<file path="src/rtl/bus_arbiter.sv">
// Two-master round-robin arbiter in front of memmap: one whole transaction per registered grant.
// Optional grant watchdog enabled by defining BUS_ARB_TIMEOUT_EN.
module bus_arbiter #(
    parameter int unsigned DATA_WIDTH     = 32,
    parameter int unsigned TIMEOUT_CYCLES = 256
) (
    input  logic                    i_clk,
    input  logic                    i_rst,
    input  logic [31:0]             i_m0_addr,
    input  logic [DATA_WIDTH-1:0]   i_m0_data,
    input  logic                    i_m0_wr_valid,
    output logic                    o_m0_wr_ready,
    input  logic [DATA_WIDTH/8-1:0] i_m0_bwe,
    output logic [DATA_WIDTH-1:0]   o_m0_data,
    output logic                    o_m0_rd_valid,
    input  logic                    i_m0_rd_ready,
    input  logic [31:0]             i_m1_addr,
    input  logic [DATA_WIDTH-1:0]   i_m1_data,
    input  logic                    i_m1_wr_valid,
    output logic                    o_m1_wr_ready,
    input  logic [DATA_WIDTH/8-1:0] i_m1_bwe,
    output logic [DATA_WIDTH-1:0]   o_m1_data,
    output logic                    o_m1_rd_valid,
    input  logic                    i_m1_rd_ready,
    output logic [31:0]             o_s_addr,
    output logic [DATA_WIDTH-1:0]   o_s_data,
    output logic [DATA_WIDTH/8-1:0] o_s_bwe,
    output logic                    o_s_wr_valid,
    input  logic                    i_s_wr_ready,
    input  logic [DATA_WIDTH-1:0]   i_s_data,
    input  logic                    i_s_rd_valid,
    output logic                    o_s_rd_ready,
    output logic [1:0]              o_grant,
    output logic                    o_timeout
);

    typedef enum logic [1:0] {StIdle, StOwn0, StOwn1} state_e;

    state_e state_q, state_d;
    logic   last_served_q, last_served_d;

    logic                    owned, own_sel;
    logic [31:0]             sel_addr;
    logic [DATA_WIDTH-1:0]   sel_data;
    logic [DATA_WIDTH/8-1:0] sel_bwe;
    logic                    sel_wr, sel_rd, sel_req, done, timeout_hit;
    logic                    resp_wr_ready, resp_rd_valid;
    logic [DATA_WIDTH-1:0]   resp_data;

    if (TIMEOUT_CYCLES < 2 || TIMEOUT_CYCLES > 65536) begin : g_bad_timeout
        $error("TIMEOUT_CYCLES must fit the 16-bit watchdog");
    end

    assign owned    = (state_q != StIdle);
    assign own_sel  = (state_q == StOwn1);
    assign sel_addr = own_sel ? i_m1_addr     : i_m0_addr;
    assign sel_data = own_sel ? i_m1_data     : i_m0_data;
    assign sel_bwe  = own_sel ? i_m1_bwe      : i_m0_bwe;
    assign sel_wr   = own_sel ? i_m1_wr_valid : i_m0_wr_valid;
    assign sel_rd   = own_sel ? i_m1_rd_ready : i_m0_rd_ready;
    assign sel_req  = owned & (sel_wr | sel_rd);
    // A pending write masks the read, so only the write handshake can complete.
    assign done     = owned & ((sel_wr & i_s_wr_ready) | (~sel_wr & sel_rd & i_s_rd_valid));

`ifdef BUS_ARB_TIMEOUT_EN
    logic [15:0] wdog_q, wdog_d;

    assign timeout_hit = sel_req & ~done & (wdog_q == 16'(TIMEOUT_CYCLES - 1));
    assign wdog_d      = owned ? wdog_q + 16'd1 : 16'd0;

    always_ff @(posedge i_clk) begin
        if (i_rst) begin
            wdog_q <= 16'd0;
        end else begin
            wdog_q <= wdog_d;
        end
    end
`else
    assign timeout_hit = 1'b0;
`endif

    always_comb begin
        state_d       = state_q;
        last_served_d = last_served_q;
        o_s_addr      = '0;
        o_s_data      = '0;
        o_s_bwe       = '0;
        o_s_wr_valid  = 1'b0;
        o_s_rd_ready  = 1'b0;
        o_timeout     = 1'b0;
        resp_wr_ready = 1'b0;
        resp_rd_valid = 1'b0;
        resp_data     = '0;
        case (state_q)
            StIdle: begin
                // On a tie the master that was not served last wins.
                if ((i_m0_wr_valid | i_m0_rd_ready) &&
                    (!(i_m1_wr_valid | i_m1_rd_ready) || last_served_q)) begin
                    state_d = StOwn0;
                end else if (i_m1_wr_valid | i_m1_rd_ready) begin
                    state_d = StOwn1;
                end
            end
            StOwn0, StOwn1: begin
                if (timeout_hit) begin
                    o_timeout     = 1'b1;
                    resp_wr_ready = sel_wr;
                    resp_rd_valid = ~sel_wr;
                end else begin
                    o_s_addr      = sel_addr;
                    o_s_data      = sel_data;
                    o_s_bwe       = sel_bwe;
                    o_s_wr_valid  = sel_wr;
                    o_s_rd_ready  = sel_rd & ~sel_wr;
                    resp_wr_ready = sel_wr & i_s_wr_ready;
                    resp_rd_valid = sel_rd & ~sel_wr & i_s_rd_valid;
                    resp_data     = i_s_data;
                end
                if (!sel_req) begin
                    state_d = StIdle;
                end else if (done || timeout_hit) begin
                    state_d       = StIdle;
                    last_served_d = own_sel;
                end
            end
            default: state_d = StIdle;
        endcase
        o_m0_wr_ready = resp_wr_ready & ~own_sel;
        o_m0_rd_valid = resp_rd_valid & ~own_sel;
        o_m0_data     = own_sel ? '0 : resp_data;
        o_m1_wr_ready = resp_wr_ready & own_sel;
        o_m1_rd_valid = resp_rd_valid & own_sel;
        o_m1_data     = own_sel ? resp_data : '0;
    end

    assign o_grant = {state_q == StOwn1, state_q == StOwn0};

    always_ff @(posedge i_clk) begin
        if (i_rst) begin
            state_q       <= StIdle;
            last_served_q <= 1'b1;
        end else begin
            state_q       <= state_d;
            last_served_q <= last_served_d;
        end
    end

endmodule

</file>
<file path="config.mk">
export PLATFORM = sky130hd
export DESIGN_NAME = bus_arbiter
export DESIGN_NICKNAME = d
export VERILOG_FILES = /design/src/rtl/bus_arbiter.sv
export SDC_FILE = /design/constraint.sdc
export NUM_CORES = 1
export LEC_CHECK = 0
export CAP_MARGIN = 15
export CORE_AREA = 3 3 124 126
export DETAILED_ROUTE_END_ITERATION = 10
export DIE_AREA = 0 0 127 129
export PLACE_DENSITY = 0.62
export SYNTH_ARGS = -nofsm -noshare
export SYNTH_HDL_FRONTEND = slang
export SYNTH_SLANG_ARGS = --single-unit
export TNS_END_PERCENT = 10
</file>
<file path="constraint.sdc">
create_clock -name i_clk -period 4.75 [get_ports i_clk]
set_input_delay 0.95 -clock i_clk [delete_from_list [all_inputs] [get_ports i_clk]]
set_output_delay 0.95 -clock i_clk [all_outputs]
set_load 0.005 [all_outputs]
</file>
After elaboration in Yosys (flattened, before gate mapping) --
Cells that the tools add are included.
Word-level totals: bits in registers 3, input bits 176, output and inout bits 141, logic and storage cells 49
Operators by class: eq/ne operators 4, mux-type cells 20, bitwise operators 15, reduce and logical (&&, ||, !) cells 8
Operators by type and width (number):
- $mux 32 | 7
- $and 1x1->1 | 9
- $mux 2 | 4
- $mux 4 | 2
- $mux 1 | 6
- $ne 3x3->1 const B | 2
- $or 1x1->1 | 4
- $pmux 2 s2 | 1
- $reduce_and 3->1 | 1
- $eq 2x1->1 const B | 1
- $eq 2x2->1 const B | 1
- $logic_not 2->1 | 1
- $not 1->1 | 2
- $reduce_and 2->1 | 1
- $reduce_bool 2->1 | 1
- $reduce_or 2->1 | 1
- $logic_and 1x1->1 | 1
- $logic_not 1->1 | 1
- $logic_or 1x1->1 | 1

Depth between registers and ports, before layout --
depth in word-level cells 10, mapped depth 8

Worst setup path before layout --
OpenSTA, ideal clock, no wires.
kind register -> output, start register state_q[0], end output o_m0_data[10], arrival 1546 ps, slack 2254 ps, cell stages (with the launch flop) 7, path buffers 2, cells stage by stage dfxtp_1 -> inv_1 -> ha_1 -> clkbuf_1 -> nor2b_1 -> clkbuf_1 -> and2_1
Between the ends: cells in the longest elaborated chain, start to end 4, elaborated cells between the ends (all ways) 5
RTL lines:
- start, declared | line 39 | state_e state_q, state_d;
- start signal, assigned | line 140 | state_q <= StIdle;
- start signal, assigned | line 143 | state_q <= state_d;
- $eq 2x1->1 or $eq 2x2->1 (tied branches) | line 94, 55
- $reduce_or 2->1 | line 94 | case (state_q)
- $mux 32 | line 94
- $mux 32 * | line 130 | o_m0_data = own_sel ? '0 : resp_data;
- end, declared | line 14 | output logic [DATA_WIDTH-1:0] o_m0_data,
Mark *: on every way between the ends. The rest lies on a longest branch, timed or not.

Worst setup path in the final report --
start register state_q[0], end output o_m1_wr_ready
Between the ends: cells in the longest elaborated chain, start to end 5, elaborated cells between the ends (all ways) 7
RTL lines:
- $eq 2x2->1 | line 55, 94
- $mux 1 | line 59 | assign sel_wr = own_sel ? i_m1_wr_valid : i_m0_wr_valid;
- $and 1x1->1 | line 115 | resp_wr_ready = sel_wr & i_s_wr_ready;
- $mux 1 | line 94
- $and 1x1->1 * | line 131 | o_m1_wr_ready = resp_wr_ready & own_sel;
- end, declared | line 20 | output logic o_m1_wr_ready,
Marks and branches as above.

==> metrics <==
peak supply drop=0.1370 mV; Hold Path Class=flop to flop; area leader, netlist=mux2i_1; Iter 0 DRT Violations=48; Diodes inserted=0; Critical Path End=o_m1_wr_ready; I/O pin total=317; via count=2940; CTS Buffer Depth=2; GP Congestion=0.8763; top post-synthesis cells by area=mux2i_1 35%, nor2b_1 23%, and2_1 21%; Worst Tran Pin Value=1.008 ns; Final period util=78.46%; post-cts repair resize count=0; H-tree depth=1; fraction of final layout cells with drive strength greater than 1=1.767%; DRT antenna net count=0; Design Power=0.9693 mW; Avg Cell Area, Syn=7.271 sq um; vias in the first global route=2973; # hold bufs at CTS=0; die height=129 microns; Layout area overhead=172.8%; die footprint=16380 sq um; Slew HR=32.52%; Final Max Slew Viols=0; Num Clock Sinks=3; max capacitance violation total=0; Cell Area, Placed=5278 sq um; R2R Setup Slk=2.03 ns; cell leakage power=1.854 nW; Mapped Cells=270; Synth top area share=35.18%; Syn Nets=449; clock transition at the registers of the reported paths=0.03 ns; initial antenna violation count=0; RSZ-0062 raised after global routing=false; power density over the cells=181.0 nW/um^2; crit-path cells=inv_1 -> ha_4 -> buf_12 -> mux2i_2 -> nor3_1 -> clkdlybuf4s50_1; Synth cell types=28; worst r2r dst=state_q[0]; DRC viols=0; GRT Resource Usage Total=11.73%; # fillers=1446; routed vias/inst=3.920; r2r startpoint=state_q[0]; Worst Skew=0.001701 ns; Synth Warn #=0; CP max FO=63; post-CTS setup buffer count=0; FF+latch count, synth=3; Pre-Repair DR Iteration Count=4; routed wire length=10810 microns; Worst setup SP type=flop; Initial Utilization=13.61%; status=finished clean; Routed WL per cell=14.41 microns; Setup crit end kind=output pin; Worst EP arrival=2.78 ns; count of final setup violators=0; setup TNS=0 ns; nets=746; minimum clock period=3.727 ns; CP max stage delay=0.69 ns; Port Buffers=315; core area=14420 sq um; Final Hold Viols=0; first-pass GRT wire length=15490 microns; Congestion Overflow GR=0; floorplan row count=44; critical path class=flop to output pin; CTS Buf Count=3; Root Driver=clkbuf_16; hpwl dp=9307 microns; critical path's slowest cell=ha_4; CTS tree=yes; Clock Latency Late Sink=0.23 ns; final instance area=5356 sq um; CP required=3.80 ns; mapped cell area=1963 sq um; largest net degree at the start of global routing=73; Worst Reg2Reg Path Length in Cells=7; sequential area share after synthesis=3.059%; DIE WIDTH=127 microns; FMAX=268.3 MHz; Critical Path Start=state_q[0]
[layer usage]
metal  up-vias  wire, microns  track usage, %
li1       1472              -               -
met1      1274           3779           11.72
met2       190           5740           23.44
met3         4           1207           4.027
met4         0             77           2.271
met5         -              0               0
[Yosys cell counts]
master    instances
nand3b_1          1
a21oi_1           1
o221a_1           1
ha_1              3
a221oi_2          1
a311oi_1          1
conb_1            1
buf_2             7
mux2i_2           1
nand4b_1          1
and3_1            2
dfxtp_1           3
nand2_1           3
o21ai_0           3
and2_1           65
mux2i_1          69
and3b_1           1
nor3b_1           1
o22a_1            1
buf_4             3
nor2b_1          71
clkbuf_1         15
nor2_1            5
nand2b_1          3
nand3_1           2
nor3_1            1
inv_1             3
a31o_1            1
[logic make-up (layout without fill, tap and decap cells)]
kind of cell               Yosys count  in the layout  synth area share, %
and+or+nand+nor                    156            156                48.89
muxes                               70             70                35.88
buffers and inverters               28            324                6.373
AOI/OAI and AO/OA                    9              9                3.696
adders and majority gates            3              3                1.912
DFF                                  3              3                3.059
other                                1              1               0.1910
[flip-flops by register name, indices dropped and copies added (netlist names)]
register / count
state_q: 2
last_served_q: 1
[worst max-delay path: cells and delay by family, from the launching register on]
family	cells	cell delay (ns)
fa+ha+maj	1	0.69
buf+inv	3	1.07
flops	1	0.31
mux	1	0.18
simple gates	1	0.29
[stage by stage]
stage	hold slack (ns)	setup slack [ns]	std cells	utilization, %
global placement	0.5066	1.238	746	36.59
global route	0.5708	0.7312	750	37.14
detailed placement	0.5316	1.182	746	36.59
floorplan	0.4792	2.254	270	-
finish	0.5237	1.023	750	37.14
CTS	0.5357	0.9343	750	37.14
[power by group]
group,switching (mW),total [mW],internal [mW]
Clock,0.0240,0.135,0.111
Sequential,0.00211,0.0303,0.0282
Combinational,0.276,0.804,0.528
Total,0.302,0.969,0.668
[cells in the final DEF (no fill, tap or decap), drive strengths merged]
master         count
inv                3
clkdlybuf4s50    315
conb               1
nor3               1
nand2b             3
and2              65
nand3b             1
o221a              1
nor2b             71
mux2i             70
and3b              1
o22a               1
and3               2
buf                2
nor3b              1
a21oi              1
ha                 3
a311oi             1
dfxtp              3
a221oi             1
nand2              3
nand3              2
nor2               5
o21ai              3
nand4b             1
clkbuf             4
a31o               1
[worst min-delay path by stage]
stage	start	end	slack [ns]	depth (start not counted)
after floorplan	last_served_q	last_served_q	0.48	2
after global placement	last_served_q	last_served_q	0.51	2
after detailed placement	last_served_q	last_served_q	0.53	2
after CTS	last_served_q	last_served_q	0.54	2
after global routing	last_served_q	last_served_q	0.57	2
final	last_served_q	last_served_q	0.52	2
[area by class of cell]
| class | instances | area, sq um | share of cell area [%] |
|---|---|---|---|
| timing repair buffer | 317 | 3181 | 59.38 |
| multi-input combinational | 239 | 1795 | 33.52 |
| tap | 184 | 230.2 | 4.298 |
| clock buffer | 4 | 78.83 | 1.472 |
| sequential | 3 | 60.06 | 1.121 |
| inverter | 3 | 11.26 | 0.2102 |
Note: power is estimated with default switching activity, not from simulation.
